**src/rtl/mc_ctrl_fsm.sv**
```systemverilog
// mc_ctrl_fsm: multi-cycle MIPS control FSM with integrated ALU decode, memory handshake and traps.
// Latency: outputs are decoded from the current state (plus mem_ready in wait states), no output register.
// Backpressure: FETCH/MEMRD/MEMWR hold while mem_ready is low; a bounded stall (MEM_TIMEOUT) traps.
//
// Ports:
//   clk, rst        clock (rising edge), asynchronous active-high reset
//   opcode, funct   instruction fields from the instruction register
//   mem_ready       memory completes the current access this cycle
//   mem_req         memory access requested (FETCH, MEMRD, MEMWR)
//   pc_write        unconditional PC load; branch: PC load if ALU zero
//   memWrite        memory write strobe; iRwrite: instruction register load
//   regWrite        register file write; regDst: 0 = rt, 1 = rd; memToReg: 0 = ALUOut, 1 = mem data
//   IorD            0 = PC address, 1 = ALUOut address
//   aluSrc_a        0 = PC, 1 = A; aluSrc_b: 00 = B, 01 = 4, 10 = SignImm, 11 = SignImm<<2
//   pc_src          00 = ALUResult, 01 = ALUOut, 10 = jump target
//   alu_cntrl       010 add, 110 sub, 000 and, 001 or, 111 slt
//   instr_done      one-cycle pulse in the last state of each instruction
//   illegal         sticky: undefined opcode/funct trapped
//   mem_err         sticky: memory wait timeout trapped
//   state_o         current state encoding (debug)
//   branch_ne       (only with CTRL_BNE_EN) branch on ALU not-zero
//
// Build option: define CTRL_BNE_EN to decode opcode 000101 as bne and add the branch_ne port;
// without it, 000101 is treated as an illegal opcode.

module mc_ctrl_fsm #(
   parameter int MEM_TIMEOUT = 15,
   parameter int ALU_CTRL_W  = 3
) (
   input  logic                  clk,
   input  logic                  rst,
   input  logic [5:0]            opcode,
   input  logic [5:0]            funct,
   input  logic                  mem_ready,
   output logic                  mem_req,
   output logic                  pc_write,
   output logic                  branch,
   output logic                  memWrite,
   output logic                  iRwrite,
   output logic                  regWrite,
   output logic                  IorD,
   output logic                  regDst,
   output logic                  memToReg,
   output logic                  aluSrc_a,
   output logic [1:0]            aluSrc_b,
   output logic [1:0]            pc_src,
   output logic [ALU_CTRL_W-1:0] alu_cntrl,
   output logic                  instr_done,
   output logic                  illegal,
   output logic                  mem_err,
`ifdef CTRL_BNE_EN
   output logic                  branch_ne,
`endif
   output logic [3:0]            state_o
);

   typedef enum logic [3:0] {
      IDLE     = 4'd0,
      FETCH    = 4'd1,
      DECODE   = 4'd2,
      MEMADR   = 4'd3,
      MEMRD    = 4'd4,
      MEMWB    = 4'd5,
      MEMWR    = 4'd6,
      RTYPE_EX = 4'd7,
      RTYPE_WB = 4'd8,
      BEQ      = 4'd9,
      ADDI_EX  = 4'd10,
      ADDI_WB  = 4'd11,
      JUMP     = 4'd12,
      TRAP     = 4'd13
`ifdef CTRL_BNE_EN
      ,
      BNE      = 4'd14
`endif
   } state_t;

   localparam logic [5:0] OP_RTYPE = 6'b000000;
   localparam logic [5:0] OP_LW    = 6'b100011;
   localparam logic [5:0] OP_SW    = 6'b101011;
   localparam logic [5:0] OP_BEQ   = 6'b000100;
   localparam logic [5:0] OP_ADDI  = 6'b001000;
   localparam logic [5:0] OP_J     = 6'b000010;
`ifdef CTRL_BNE_EN
   localparam logic [5:0] OP_BNE   = 6'b000101;
`endif

   localparam logic [5:0] FN_ADD = 6'b100000;
   localparam logic [5:0] FN_SUB = 6'b100010;
   localparam logic [5:0] FN_AND = 6'b100100;
   localparam logic [5:0] FN_OR  = 6'b100101;
   localparam logic [5:0] FN_SLT = 6'b101010;

   localparam logic [ALU_CTRL_W-1:0] ALU_ADD = ALU_CTRL_W'(3'b010);
   localparam logic [ALU_CTRL_W-1:0] ALU_SUB = ALU_CTRL_W'(3'b110);
   localparam logic [ALU_CTRL_W-1:0] ALU_AND = ALU_CTRL_W'(3'b000);
   localparam logic [ALU_CTRL_W-1:0] ALU_OR  = ALU_CTRL_W'(3'b001);
   localparam logic [ALU_CTRL_W-1:0] ALU_SLT = ALU_CTRL_W'(3'b111);

   // Wide enough to hold MEM_TIMEOUT; at least one bit so a zero timeout still elaborates.
   localparam int CNT_W = (MEM_TIMEOUT < 2) ? 1 : $clog2(MEM_TIMEOUT + 1);

   state_t             state;
   state_t             state_nxt;
   logic [CNT_W-1:0]   wait_cnt;
   logic               wait_state;
   logic               timeout;
   logic               set_illegal;
   logic               set_mem_err;
   logic               illegal_flag;
   logic               mem_err_flag;
   logic               funct_ok;
   logic [ALU_CTRL_W-1:0] rtype_alu;

   assign wait_state = (state == FETCH) || (state == MEMRD) || (state == MEMWR);

   // wait_cnt holds the stall cycles already spent in this access, so the current
   // stalled cycle is number wait_cnt+1. A ready cycle never times out.
   assign timeout = (MEM_TIMEOUT != 0) && wait_state && !mem_ready &&
                    ((int'(wait_cnt) + 1) >= MEM_TIMEOUT);

   // R-type function decode, shared by the next-state check and the ALU output.
   always_comb begin
      funct_ok  = 1'b1;
      rtype_alu = ALU_AND;
      case (funct)
         FN_ADD:  rtype_alu = ALU_ADD;
         FN_SUB:  rtype_alu = ALU_SUB;
         FN_AND:  rtype_alu = ALU_AND;
         FN_OR:   rtype_alu = ALU_OR;
         FN_SLT:  rtype_alu = ALU_SLT;
         default: funct_ok  = 1'b0;
      endcase
   end

   always_ff @(posedge clk or posedge rst) begin
      if (rst) begin
         state        <= IDLE;
         wait_cnt     <= '0;
         illegal_flag <= 1'b0;
         mem_err_flag <= 1'b0;
      end else begin
         state <= state_nxt;
         // Any state change restarts the count, so each wait state starts from zero.
         if (state_nxt != state)
            wait_cnt <= '0;
         else if (wait_state && !mem_ready && (wait_cnt != '1))
            wait_cnt <= wait_cnt + CNT_W'(1);
         if (set_illegal)
            illegal_flag <= 1'b1;
         if (set_mem_err)
            mem_err_flag <= 1'b1;
      end
   end

   // Next-state logic and trap flag requests.
   always_comb begin
      state_nxt   = state;
      set_illegal = 1'b0;
      set_mem_err = 1'b0;
      case (state)
         IDLE: state_nxt = FETCH;
         FETCH: begin
            if (mem_ready) begin
               state_nxt = DECODE;
            end else if (timeout) begin
               state_nxt   = TRAP;
               set_mem_err = 1'b1;
            end
         end
         DECODE: begin
            case (opcode)
               OP_RTYPE:     state_nxt = RTYPE_EX;
               OP_LW, OP_SW: state_nxt = MEMADR;
               OP_BEQ:       state_nxt = BEQ;
               OP_ADDI:      state_nxt = ADDI_EX;
               OP_J:         state_nxt = JUMP;
`ifdef CTRL_BNE_EN
               OP_BNE:       state_nxt = BNE;
`endif
               default: begin
                  state_nxt   = TRAP;
                  set_illegal = 1'b1;
               end
            endcase
         end
         // Only lw and sw reach MEMADR, so anything other than lw is a store.
         MEMADR: state_nxt = (opcode == OP_LW) ? MEMRD : MEMWR;
         MEMRD: begin
            if (mem_ready) begin
               state_nxt = MEMWB;
            end else if (timeout) begin
               state_nxt   = TRAP;
               set_mem_err = 1'b1;
            end
         end
         MEMWB: state_nxt = FETCH;
         MEMWR: begin
            if (mem_ready) begin
               state_nxt = FETCH;
            end else if (timeout) begin
               state_nxt   = TRAP;
               set_mem_err = 1'b1;
            end
         end
         RTYPE_EX: begin
            if (funct_ok) begin
               state_nxt = RTYPE_WB;
            end else begin
               state_nxt   = TRAP;
               set_illegal = 1'b1;
            end
         end
         RTYPE_WB: state_nxt = FETCH;
         BEQ:      state_nxt = FETCH;
`ifdef CTRL_BNE_EN
         BNE:      state_nxt = FETCH;
`endif
         ADDI_EX:  state_nxt = ADDI_WB;
         ADDI_WB:  state_nxt = FETCH;
         JUMP:     state_nxt = FETCH;
         TRAP:     state_nxt = TRAP;
         default:  state_nxt = IDLE;
      endcase
   end

   // Output decode. Everything defaults to 0; with the asynchronous reset forcing IDLE,
   // mem_req and the write strobes drop as soon as rst rises.
   always_comb begin
      mem_req    = 1'b0;
      pc_write   = 1'b0;
      branch     = 1'b0;
      memWrite   = 1'b0;
      iRwrite    = 1'b0;
      regWrite   = 1'b0;
      IorD       = 1'b0;
      regDst     = 1'b0;
      memToReg   = 1'b0;
      aluSrc_a   = 1'b0;
      aluSrc_b   = 2'b00;
      pc_src     = 2'b00;
      alu_cntrl  = '0;
      instr_done = 1'b0;
`ifdef CTRL_BNE_EN
      branch_ne  = 1'b0;
`endif
      case (state)
         FETCH: begin
            mem_req   = 1'b1;
            aluSrc_b  = 2'b01;
            alu_cntrl = ALU_ADD;
            // IR and PC load only in the cycle the fetch completes.
            iRwrite   = mem_ready;
            pc_write  = mem_ready;
         end
         DECODE: begin
            aluSrc_b  = 2'b11;
            alu_cntrl = ALU_ADD;
         end
         MEMADR: begin
            aluSrc_a  = 1'b1;
            aluSrc_b  = 2'b10;
            alu_cntrl = ALU_ADD;
         end
         MEMRD: begin
            mem_req = 1'b1;
            IorD    = 1'b1;
         end
         MEMWB: begin
            regWrite   = 1'b1;
            memToReg   = 1'b1;
            instr_done = 1'b1;
         end
         MEMWR: begin
            mem_req    = 1'b1;
            IorD       = 1'b1;
            memWrite   = 1'b1;
            instr_done = mem_ready;
         end
         RTYPE_EX: begin
            aluSrc_a  = 1'b1;
            alu_cntrl = rtype_alu;
         end
         RTYPE_WB: begin
            regWrite   = 1'b1;
            regDst     = 1'b1;
            instr_done = 1'b1;
         end
         BEQ: begin
            aluSrc_a   = 1'b1;
            alu_cntrl  = ALU_SUB;
            branch     = 1'b1;
            pc_src     = 2'b01;
            instr_done = 1'b1;
         end
`ifdef CTRL_BNE_EN
         BNE: begin
            aluSrc_a   = 1'b1;
            alu_cntrl  = ALU_SUB;
            branch     = 1'b1;
            branch_ne  = 1'b1;
            pc_src     = 2'b01;
            instr_done = 1'b1;
         end
`endif
         ADDI_EX: begin
            aluSrc_a  = 1'b1;
            aluSrc_b  = 2'b10;
            alu_cntrl = ALU_ADD;
         end
         ADDI_WB: begin
            regWrite   = 1'b1;
            instr_done = 1'b1;
         end
         JUMP: begin
            pc_write   = 1'b1;
            pc_src     = 2'b10;
            instr_done = 1'b1;
         end
         default: ;
      endcase
   end

   assign illegal = illegal_flag;
   assign mem_err = mem_err_flag;
   assign state_o = state;

endmodule

```
**config.mk**
```make
export PLATFORM = sky130hd
export DESIGN_NAME = mc_ctrl_fsm
export DESIGN_NICKNAME = d
export VERILOG_FILES = /design/src/rtl/mc_ctrl_fsm.sv
export SDC_FILE = /design/constraint.sdc
export NUM_CORES = 1
export LEC_CHECK = 0
export CORE_ASPECT_RATIO = 0.6
export CORE_UTILIZATION = 46
export CTS_BUF_LIST = sky130_fd_sc_hd__clkbuf_8 sky130_fd_sc_hd__clkbuf_16
export CTS_CLUSTER_DIAMETER = 200
export DETAILED_ROUTE_END_ITERATION = 8
export PLACE_DENSITY_LB_ADDON = 0.12
export REMOVE_ABC_BUFFERS = 1
export SETUP_SLACK_MARGIN = 0.5
export SYNTH_ARGS = -nofsm -noshare
export SYNTH_HDL_FRONTEND = slang
export SYNTH_SLANG_ARGS = --single-unit
```
**constraint.sdc**
```tcl
create_clock -name clk -period 2.5 [get_ports clk]
set_input_delay 0.5 -clock clk [delete_from_list [all_inputs] [get_ports clk]]
set_output_delay 0.5 -clock clk [all_outputs]
set_load 0.005 [all_outputs]
```
==> results of run 1 <==
## path summary, 6_finish.rpt
| check | cells past startpoint | start | slack (ns) | endpoint |
|---|---|---|---|---|
| max | 7 | state_o[2]$_DFF_PP0_ | -0.02 | wait_cnt[3]$_DFFE_PP0P_ |
| min in group clk | 1 | illegal$_DFFE_PP0P_ | 0.56 | illegal$_DFFE_PP0P_ |
| min | 2 | rst | 0.56 | illegal$_DFFE_PP0P_ |
| max in group asynchronous | 2 | rst | 1.61 | state_o[0]$_DFF_PP0_ |
| max reg2reg | 7 | state_o[2]$_DFF_PP0_ | -0.02 | wait_cnt[3]$_DFFE_PP0P_ |
| min reg2reg | 1 | illegal$_DFFE_PP0P_ | 0.56 | illegal$_DFFE_PP0P_ |
## layout by cell type (no fill, tap or decap), types with 3 or more instances in the layout
master | Yosys | layout
dlygate4sd2_1 | 0 | 10
a21oi_2 | 0 | 6
clkbuf_2 | 0 | 4
dfrtp_1 | 10 | 7
buf_4 | 2 | 42
nand4_1 | 5 | 5
clkbuf_8 | 0 | 4
buf_2 | 3 | 10
a211o_1 | 3 | 3
nor2_2 | 0 | 5
a31oi_1 | 4 | 4
and2_1 | 4 | 3
nor3_2 | 1 | 3
o31ai_1 | 3 | 3
nand2_1 | 16 | 14
dfrtp_2 | 0 | 3
a21oi_1 | 13 | 7
nor2_1 | 14 | 8
clkdlybuf4s15_1 | 0 | 4
clkdlybuf4s50_1 | 0 | 7
buf_6 | 0 | 16
nand2b_1 | 9 | 5
o21ai_0 | 12 | 9
nand3_1 | 5 | 4
nor2b_4 | 0 | 3
o211ai_1 | 3 | 3
nand2b_4 | 0 | 4
## worst max-delay path: cells and delay by family (launching register included)
kind / cells / cell delay (ns)
flops: 1 / 0.48
compound gates: 5 / 1.15
simple gates: 1 / 0.57
buf+inv: 1 / 0.22
## area by class of cell
cell class              instances  area share
clock buffers                   4     0.02395
inverters                       3    0.007077
flip-flops and latches         10      0.1105
well taps                      32     0.01742
repair buffers                 97      0.3571
multi-input cells             142      0.4839
## cells in the mapped netlist (3+ instances only)
master,n
buf_2,3
nor2b_1,5
nand3_1,5
nor2_1,14
a211o_1,3
xnor2_1,3
o211ai_1,3
a21oi_1,13
nand4_1,5
o21ai_0,12
and2_1,4
and3_1,3
a31oi_1,4
nand2_1,16
nor3b_1,4
o31ai_1,3
dfrtp_1,10
nand2b_1,9
nor3_1,4
clkbuf_1,6
## logic make-up (layout without fill, tap and decap cells)
family,Yosys count,after routing,share of synthesized area
and+or+nand+nor,80,80,0.3614
AOI/OAI and AO/OA,52,52,0.2926
buffers and inverters,16,104,0.05851
DFF,10,10,0.2053
xor gates and xnor gates,5,5,0.03594
muxes,3,3,0.02567
adders and majority gates,2,2,0.02053
## state kept, by name, summed over array words and instances (netlist names)
| signal | count |
|---|---|
| state_o | 4 |
| mem_err | 1 |
| wait_cnt | 4 |
| illegal | 1 |
## routing by layer
layer  GRT usage  share of wire
met5           0         0.0040
met2      0.6314           0.43
met4      0.1458          0.077
met1      0.4865           0.35
met3      0.1456           0.14
## repair_timing
item	CTS	global route
hold buffers	0	0
gates resized for setup	116	38
endpoints found under the hold margin	0	0
endpoints found under the setup margin	23	16
pin swaps	19	14
setup buffers	23	12
## stage by stage
step           std cells  worst slack [ns]  utilization  area [um2]  hold WS (ns)
3_3_place_gp         249           -0.2157       0.7023        1759        0.4508
4_1_cts              276            0.2521       0.8636        2163        0.4670
5_1_grt              288          -0.07330       0.9176        2298        0.5727
6_report             288          -0.02173       0.9176        2298        0.5555
3_5_place_dp         249           -0.2486       0.7023        1759        0.4543
2_1_floorplan        155            0.2425            -        1159        0.3402
## where the power goes
group	switching, W	internal, W
sequential	0.0000700	0.000208
combinational	0.00109	0.00109
clock	0.0000819	0.000140
==> impl_metrics.toml, run 1 <==
[status]
status = "finished with violations"
violations = "setup timing"

[synthesis]
synth_top_area_share = 0.2053
async_flop_share = 1.000
synth_ff_type = "dfrtp_1"
synth-edff-count = 0
synthCells = 168
yosysSeqAreaShare = 0.2053
netlist_area_mm2 = 0.001219
avgSynthCellArea_um2 = 7.254
synth_cell_types = 49
synth_warnings = 0
yosys-top-cells-area = "dfrtp_1, a21oi_1, o21ai_0"
synth_top_area_cell = "dfrtp_1"
ys_ff_latch = 10

[setup_path]
worstPathCellList = "buf_4 -> nor3b_1 -> o21ai_0 -> o211ai_1 -> o22ai_1 -> a211o_1 -> a21oi_1"
criticalPathCategory = "register to register"
cp.required_ns = 2.66
path_max_fanout = 12
max_stage_delay_ns = 0.57
end_kind = "register"
crit_path_start_kind = "register"
cp.arrival_ns = 2.68
cp_slowest_cell = "nor3b_1"

[grt]
grt_max_degree = 13
grt_pass1_vias = 1795
antenna_found_initial = 2
overflow = 0
grt_pass1_wl_um = 8383
grt_usage = 0.3981

[cells_and_area]
num-nets-final = 274
seq_area_um2 = 254.0
diodes = 0
multiInputGateArea_mm2 = 0.001112
fillers = 81
area_delta_synth_final_pct = 88.60
drive_gt1_frac = 0.5195

[timing]
rsz0062_at_grt = "true"
fin_ws_ns = -0.02173
final.setup.tns_ns = -0.02173
tightest_slew_ns = 0.6529
hold_viol = 0
finalCritPeriodShare = 1.009
slew_headroom = 0.5638
finalClockSkew_ns = 0.002016
finalSetupViolations = 1
final_max_slew_viol_count = 0
max_freq_mhz = 396.6
period_needed_ns = 2.522

[run]
drv_cap = 0

[power_and_ir_drop]
peakVddDrop_mv = 0.6699
report.power.total_w = 0.002685
power.density_mw_per_mm2 = 1168
power.leakage_nw = 1.019

[placed_design]
hpwl_um = 2981
globalplace.congestion = 0.9091
io_buffers = 38

[clocking]
cts_buffers = 3
clk_pin_slew_ns = 0.06
worstSkewPairLatency_ns = 0.25
tritoncts = "done"
htree_levels = 1
cts_root_buffer = "clkbuf_8"
clk_path_buf_depth = 2
cts_sinks = 10

[routing]
drt_iter0_drc = 381
wl_per_cell_um = 23.58
vias = 1983
dr.pass1.iters = 6
viasPerCell = 6.885
wirelength_um = 6790
ant_nets = 0
drc = 0

[floorplan]
placementRows = 14
die_h_um = 41.87
die_x_um = 68.45
coreArea_mm2 = 0.002505
top_level_ports = 39
die_area_mm2 = 0.002866
start_util = 0.4865

[min_path]
min_path_type = "input port to asynchronous set/reset pin"
No activity file was read; power rests on OpenSTA's default activity.
==> run 2: changes to the inputs <==
--- a/config.mk
+++ b/config.mk
@@ -5,7 +5,6 @@
 export SDC_FILE = /design/constraint.sdc
 export NUM_CORES = 1
 export LEC_CHECK = 0
-export CORE_ASPECT_RATIO = 0.6
 export CORE_UTILIZATION = 46
 export CTS_BUF_LIST = sky130_fd_sc_hd__clkbuf_8 sky130_fd_sc_hd__clkbuf_16
 export CTS_CLUSTER_DIAMETER = 200
==> run 2 against run 1 <==
Net effect: the run now ends clean; sequential share of layout area decreased by 0.11 points; final area increased by 1.5%; cell count grew 0.35%; critical path type is now register to primary output; largest cell class unchanged.
==> impl_metrics.toml, run 2 (same netlist as run 1, synthesis figures left out) <==
[floorplan]
die_x_um = 53.47
placementRows = 18
coreArea_mm2 = 0.002500
die_area_mm2 = 0.002859
top_level_ports = 39
start_util = 0.4875
die_h_um = 53.47

[grt]
met1_usage = 0.4768
globalRouteMet2Util = 0.6646
overflow = 0
top_usage_layer = "met2"
antenna_found_initial = 0
grt_usage = 0.3973
grtUsageMet3 = 0.07184
grt_pass1_vias = 1609
grt_pass1_wl_um = 7907
grt_max_degree = 15

[setup_path]
cp.required_ns = 2.00
cp_slowest_cell = "dfrtp_2"
crit_buf_inv = 2
rrSetupSlack_ns = 0.27
cp.arrival_ns = 1.74
cp.depth = 8
cp_top_family = "simple AND/OR/NAND/NOR gates"
r2r-end = "wait_cnt[3]$_DFFE_PP0P_"
max_stage_delay_ns = 0.45
setup.worst_path.end = "pc_write"
path_common_cell = "a21oi_2"
end_kind = "primary output"
path_max_fanout = 3
crit_path_start_kind = "register"
r2r_start = "wait_cnt[0]$_DFFE_PP0P_"
worstPathCellList = "buf_4 -> nand2b_4 -> nor3b_4 -> a21oi_2 -> a21oi_2 -> nor2b_4 -> or2_2 -> buf_2"
critPathLaunch = "state_o[0]$_DFF_PP0_"
criticalPathCategory = "register to primary output"
r2r_cells = 8

[power_and_ir_drop]
power.leakage_nw = 1.059
power.density_mw_per_mm2 = 1093
report.power.total_w = 0.002550
peakVddDrop_mv = 1.003

[routing]
drc = 0
vias = 2017
viasPerCell = 6.979
ant_nets = 0
drt_iter0_drc = 160
wl_per_cell_um = 24.23
wirelength_um = 7003
dr.pass1.iters = 5

[cells_and_area]
seq_area_um2 = 255.2
area_delta_synth_final_pct = 91.38
final_core_util = 0.9329
fillers = 85
final_common_cell = "buf_4"
multiInputGateArea_mm2 = 0.001134
finalInstanceArea_mm2 = 0.002332
num-nets-final = 278
drive_gt1_frac = 0.5290
final_cell_mix = "buf_4, nand2_1, buf_6"
diodes = 0

[placed_design]
pre_cts_slack_ns = -0.2632
hpwl_um = 2984
placedInstanceArea_mm2 = 0.001779
io_buffers = 38
globalplace.congestion = 0.8724

[timing]
max_freq_mhz = 446.4
hold_viol = 0
final_max_slew_viol_count = 0
fin_ws_ns = 0.2598
finalSetupViolations = 0
finalCritPeriodShare = 0.8961
slew_headroom = 0.7279
finalClockSkew_ns = 0.005391
period_needed_ns = 2.240
tightest_slew_ns = 0.4077
holdWs_ns = 0.5145
rsz0062_at_grt = "true"

[clocking]
tritoncts = "done"
cts_sinks = 10
worstSkewPairLatency_ns = 0.24
cts_root_buffer = "clkbuf_8"
cts_buffers = 3
clk_path_buf_depth = 2
clk_pin_slew_ns = 0.05
htree_levels = 1

[run]
drv_cap = 0

[min_path]
min_path_type = "register to register"

[status]
status = "finished clean"
[run 2: cell count changes in the layout (fill, tap and decap cells not counted), sizes merged]
| cell | before | now |
|---|---|---|
| buf | 70 | 74 |
| dlygate4sd2 | 10 | 13 |
| clkbuf | 8 | 6 |
| clkdlybuf4s15 | 6 | 4 |
| clkdlybuf4s50 | 7 | 6 |
| dlymetal6s2s | 0 | 1 |
[run 2: area by class of cell]
type,instances,share of cell area
multi-input cells,142,0.4861
repair buffers,101,0.3659
flip-flops and latches,10,0.1094
clock buffers,3,0.01770
well taps,30,0.01609
inverters,3,0.004828
[run 2: stage by stage]
step                instances  setup TNS [ns]
floorplan                 155               0
global placement          250         -0.8584
detailed placement        250          -1.206
CTS                       277               0
global route              289               0
finish                    289               0
[run 2: report_power, final]
| group | switching (W) | total (W) | leakage (nW) | internal, W |
|---|---|---|---|---|
| sequential | 0.0000745 | 0.000284 | 0.124 | 0.000210 |
| combinational | 0.00104 | 0.00209 | 0.914 | 0.00105 |
| clock | 0.0000678 | 0.000174 | 0.0216 | 0.000106 |
[run 2: per-layer routing]
| layer | routed length [um] | vias to the layer above |
|---|---|---|
| li1 | - | 804 |
| met1 | 2503 | 922 |
| met2 | 3047 | 220 |
| met3 | 954 | 71 |
| met4 | 497 | 0 |
| met5 | 0 | - |
[run 2: worst min-delay path by stage]
| stage | from | endpoint | depth (start not counted) |
|---|---|---|---|
| after global placement | mem_err$_DFFE_PP0P_ | mem_err$_DFFE_PP0P_ | 1 |
| after floorplan | rst | illegal$_DFFE_PP0P_ | 1 |
| after detailed placement | mem_err$_DFFE_PP0P_ | mem_err$_DFFE_PP0P_ | 1 |
| after CTS | mem_err$_DFFE_PP0P_ | mem_err$_DFFE_PP0P_ | 1 |
| after global routing | mem_err$_DFFE_PP0P_ | mem_err$_DFFE_PP0P_ | 1 |
| final | mem_err$_DFFE_PP0P_ | mem_err$_DFFE_PP0P_ | 1 |
[run 2: worst register-to-register path, cell delays in order, from the launching register on]
cell     delay [ns]
dfrtp_1        0.39
inv_1          0.10
ha_1           0.31
o21ba_2        0.14
o21ai_0        0.16
and2_1         0.21
a211o_1        0.31
a211o_1        0.33
a21oi_1        0.19
[run 2: timing repair]
item / 4_1_cts / 5_1_grt
endpoints found under the setup margin: 24 / 14
gates cloned: 0 / 0
buffers inserted: 24 / 12
hold endpoints to repair: 0 / 0
pin swaps: 26 / 8
resized for setup: 133 / 22
hold buffers: 0 / 0
==> run 3: changes to the inputs <==
--- a/config.mk
+++ b/config.mk
@@ -5,7 +5,7 @@
 export SDC_FILE = /design/constraint.sdc
 export NUM_CORES = 1
 export LEC_CHECK = 0
-export CORE_UTILIZATION = 46
+export CORE_UTILIZATION = 32
 export CTS_BUF_LIST = sky130_fd_sc_hd__clkbuf_8 sky130_fd_sc_hd__clkbuf_16
 export CTS_CLUSTER_DIAMETER = 200
 export DETAILED_ROUTE_END_ITERATION = 8
==> run 3 against run 2 <==
Net effect: sequential share of layout area fell by 0.26 points; critical path depth fell by 3; cell count rose by 4.5%; critical endpoint is now mem_req; critical path type unchanged; final area rose by 2.4%.
==> impl_metrics.toml, run 3 (same netlist as run 1, synthesis figures left out) <==
[clocking]
cts_sinks = 10
worstSkewPairLatency_ns = 0.23
htree_levels = 1
clk_path_buf_depth = 2
tritoncts = "done"
cts_root_buffer = "clkbuf_8"
cts_buffers = 3
ctsHoldBuffers = 0
clk_pin_slew_ns = 0.05

[timing]
slew_headroom = 0.6924
period_needed_ns = 2.194
final_max_slew_viol_count = 0
max_freq_mhz = 455.8
holdWs_ns = 0.4760
finalSetupViolations = 0
rsz0062_at_grt = "true"
finalClockSkew_ns = 0.001747
hold_viol = 0
finalCritPeriodShare = 0.8775
tightest_slew_ns = 0.4566

[cells_and_area]
multiInputGateArea_mm2 = 0.001111
final_common_cell = "buf_4"
finalInstanceArea_mm2 = 0.002389
final_cell_mix = "buf_4, nand2_1, buf_6"
diodes = 0
seq_area_um2 = 255.2
num-nets-final = 272
fillers = 303
area_delta_synth_final_pct = 96.00
drive_gt1_frac = 0.5000

[floorplan]
die_x_um = 63.71
die_h_um = 63.71
top_level_ports = 39
coreArea_mm2 = 0.003661
start_util = 0.3329
placementRows = 22
die_area_mm2 = 0.004059

[routing]
dr.pass1.iters = 4
wl_per_cell_um = 16.07
ant_nets = 0
drt_iter0_drc = 133
vias = 1683
viasPerCell = 5.573
drc = 0
wirelength_um = 4854

[min_path]
holdCritStartpoint = "mem_err$_DFFE_PP0P_"
min_to = "mem_err$_DFFE_PP0P_"
min_path_type = "register to register"
whs_path_depth = 1

[grt]
overflow = 0
grt_pass1_vias = 1647
grt_pass1_wl_um = 7555
antenna_found_initial = 0
grt_usage = 0.2349
grt_max_degree = 16

[setup_path]
path_max_fanout = 7
r2r_start = "state_o[2]$_DFF_PP0_"
crit_path_start_kind = "register"
r2r_cells = 7
r2r-end = "wait_cnt[3]$_DFFE_PP0P_"
criticalPathCategory = "register to primary output"
end_kind = "primary output"
cp.required_ns = 2.00
cp.arrival_ns = 1.69
rrSetupSlack_ns = 0.31

[power_and_ir_drop]
peakVddDrop_mv = 0.3366
power.leakage_nw = 1.065
power.density_mw_per_mm2 = 1088

[run]
drv_cap = 0

[placed_design]
io_buffers = 38
globalplace.congestion = 0.8843
hpwl_um = 3060
placedInstanceArea_mm2 = 0.001802

[status]
status = "finished clean"
==> run 3: worst max-delay path by stage <==
stage,cells past startpoint,slack [ns],startpoint,to
after floorplan,6,0.24,state_o[0]$_DFF_PP0_,wait_cnt[2]$_DFFE_PP0P_
after global placement,7,-0.23,mem_ready,pc_write
after detailed placement,7,-0.26,opcode[0],pc_write
after CTS,7,0.29,mem_ready,pc_write
after global routing,8,0.22,wait_cnt[0]$_DFFE_PP0P_,wait_cnt[1]$_DFFE_PP0P_
final,5,0.31,state_o[2]$_DFF_PP0_,mem_req
==> run 3: power by group <==
group / leakage (nW) / internal, W / switching [W]
registers: 0.124 / 0.000210 / 0.0000700
logic: 0.912 / 0.00119 / 0.000924
clock network: 0.0288 / 0.000139 / 0.0000665
total: 1.06 / 0.00154 / 0.00106
==> run 3: per-layer routing <==
| layer | routed length (um) | vias to the layer above | track usage |
|---|---|---|---|
| met3 | 263 | 4 | 0.03261 |
| li1 | - | 795 | - |
| met4 | 38 | 0 | 0.07102 |
| met2 | 2385 | 62 | 0.3949 |
| met1 | 2168 | 822 | 0.3074 |
| met5 | 0 | - | 0 |
==> run 3: critical path, stage by stage (launching register included) <==
cell and delay (ns):
dfrtp_2 0.46, buf_4 0.19, or3b_4 0.43, buf_4 0.15, a21oi_2 0.11, buf_2 0.12
==> run 3: final cells by class <==
type	count	area share
multi-input cells	142	0.4652
well taps	48	0.02514
clock buffers	4	0.02305
flip-flops and latches	10	0.1069
repair buffers	95	0.3745
inverters	3	0.005238
==> run 3: repair_timing <==
action                     4_1_cts  5_1_grt
buffers inserted                22        6
pin swaps                       23       25
gates resized for setup        110       46
gates cloned                     2        0
setup endpoints to repair       24       24
==> run 3: through the flow <==
| stage | utilization | setup TNS, ns | instances | setup slack [ns] | power [W] |
|---|---|---|---|---|---|
| 3_3_place_gp | 0.4921 | -1.170 | 268 | -0.2286 | 0.001567 |
| 2_1_floorplan | - | 0 | 155 | 0.2425 | 0.0009576 |
| 4_1_cts | 0.6118 | 0 | 296 | 0.2897 | 0.002278 |
| 5_1_grt | 0.6524 | 0 | 302 | 0.2205 | 0.002744 |
| 3_5_place_dp | 0.4921 | -1.420 | 268 | -0.2562 | 0.001591 |
| 6_report | 0.6524 | 0 | 302 | 0.3062 | 0.002599 |
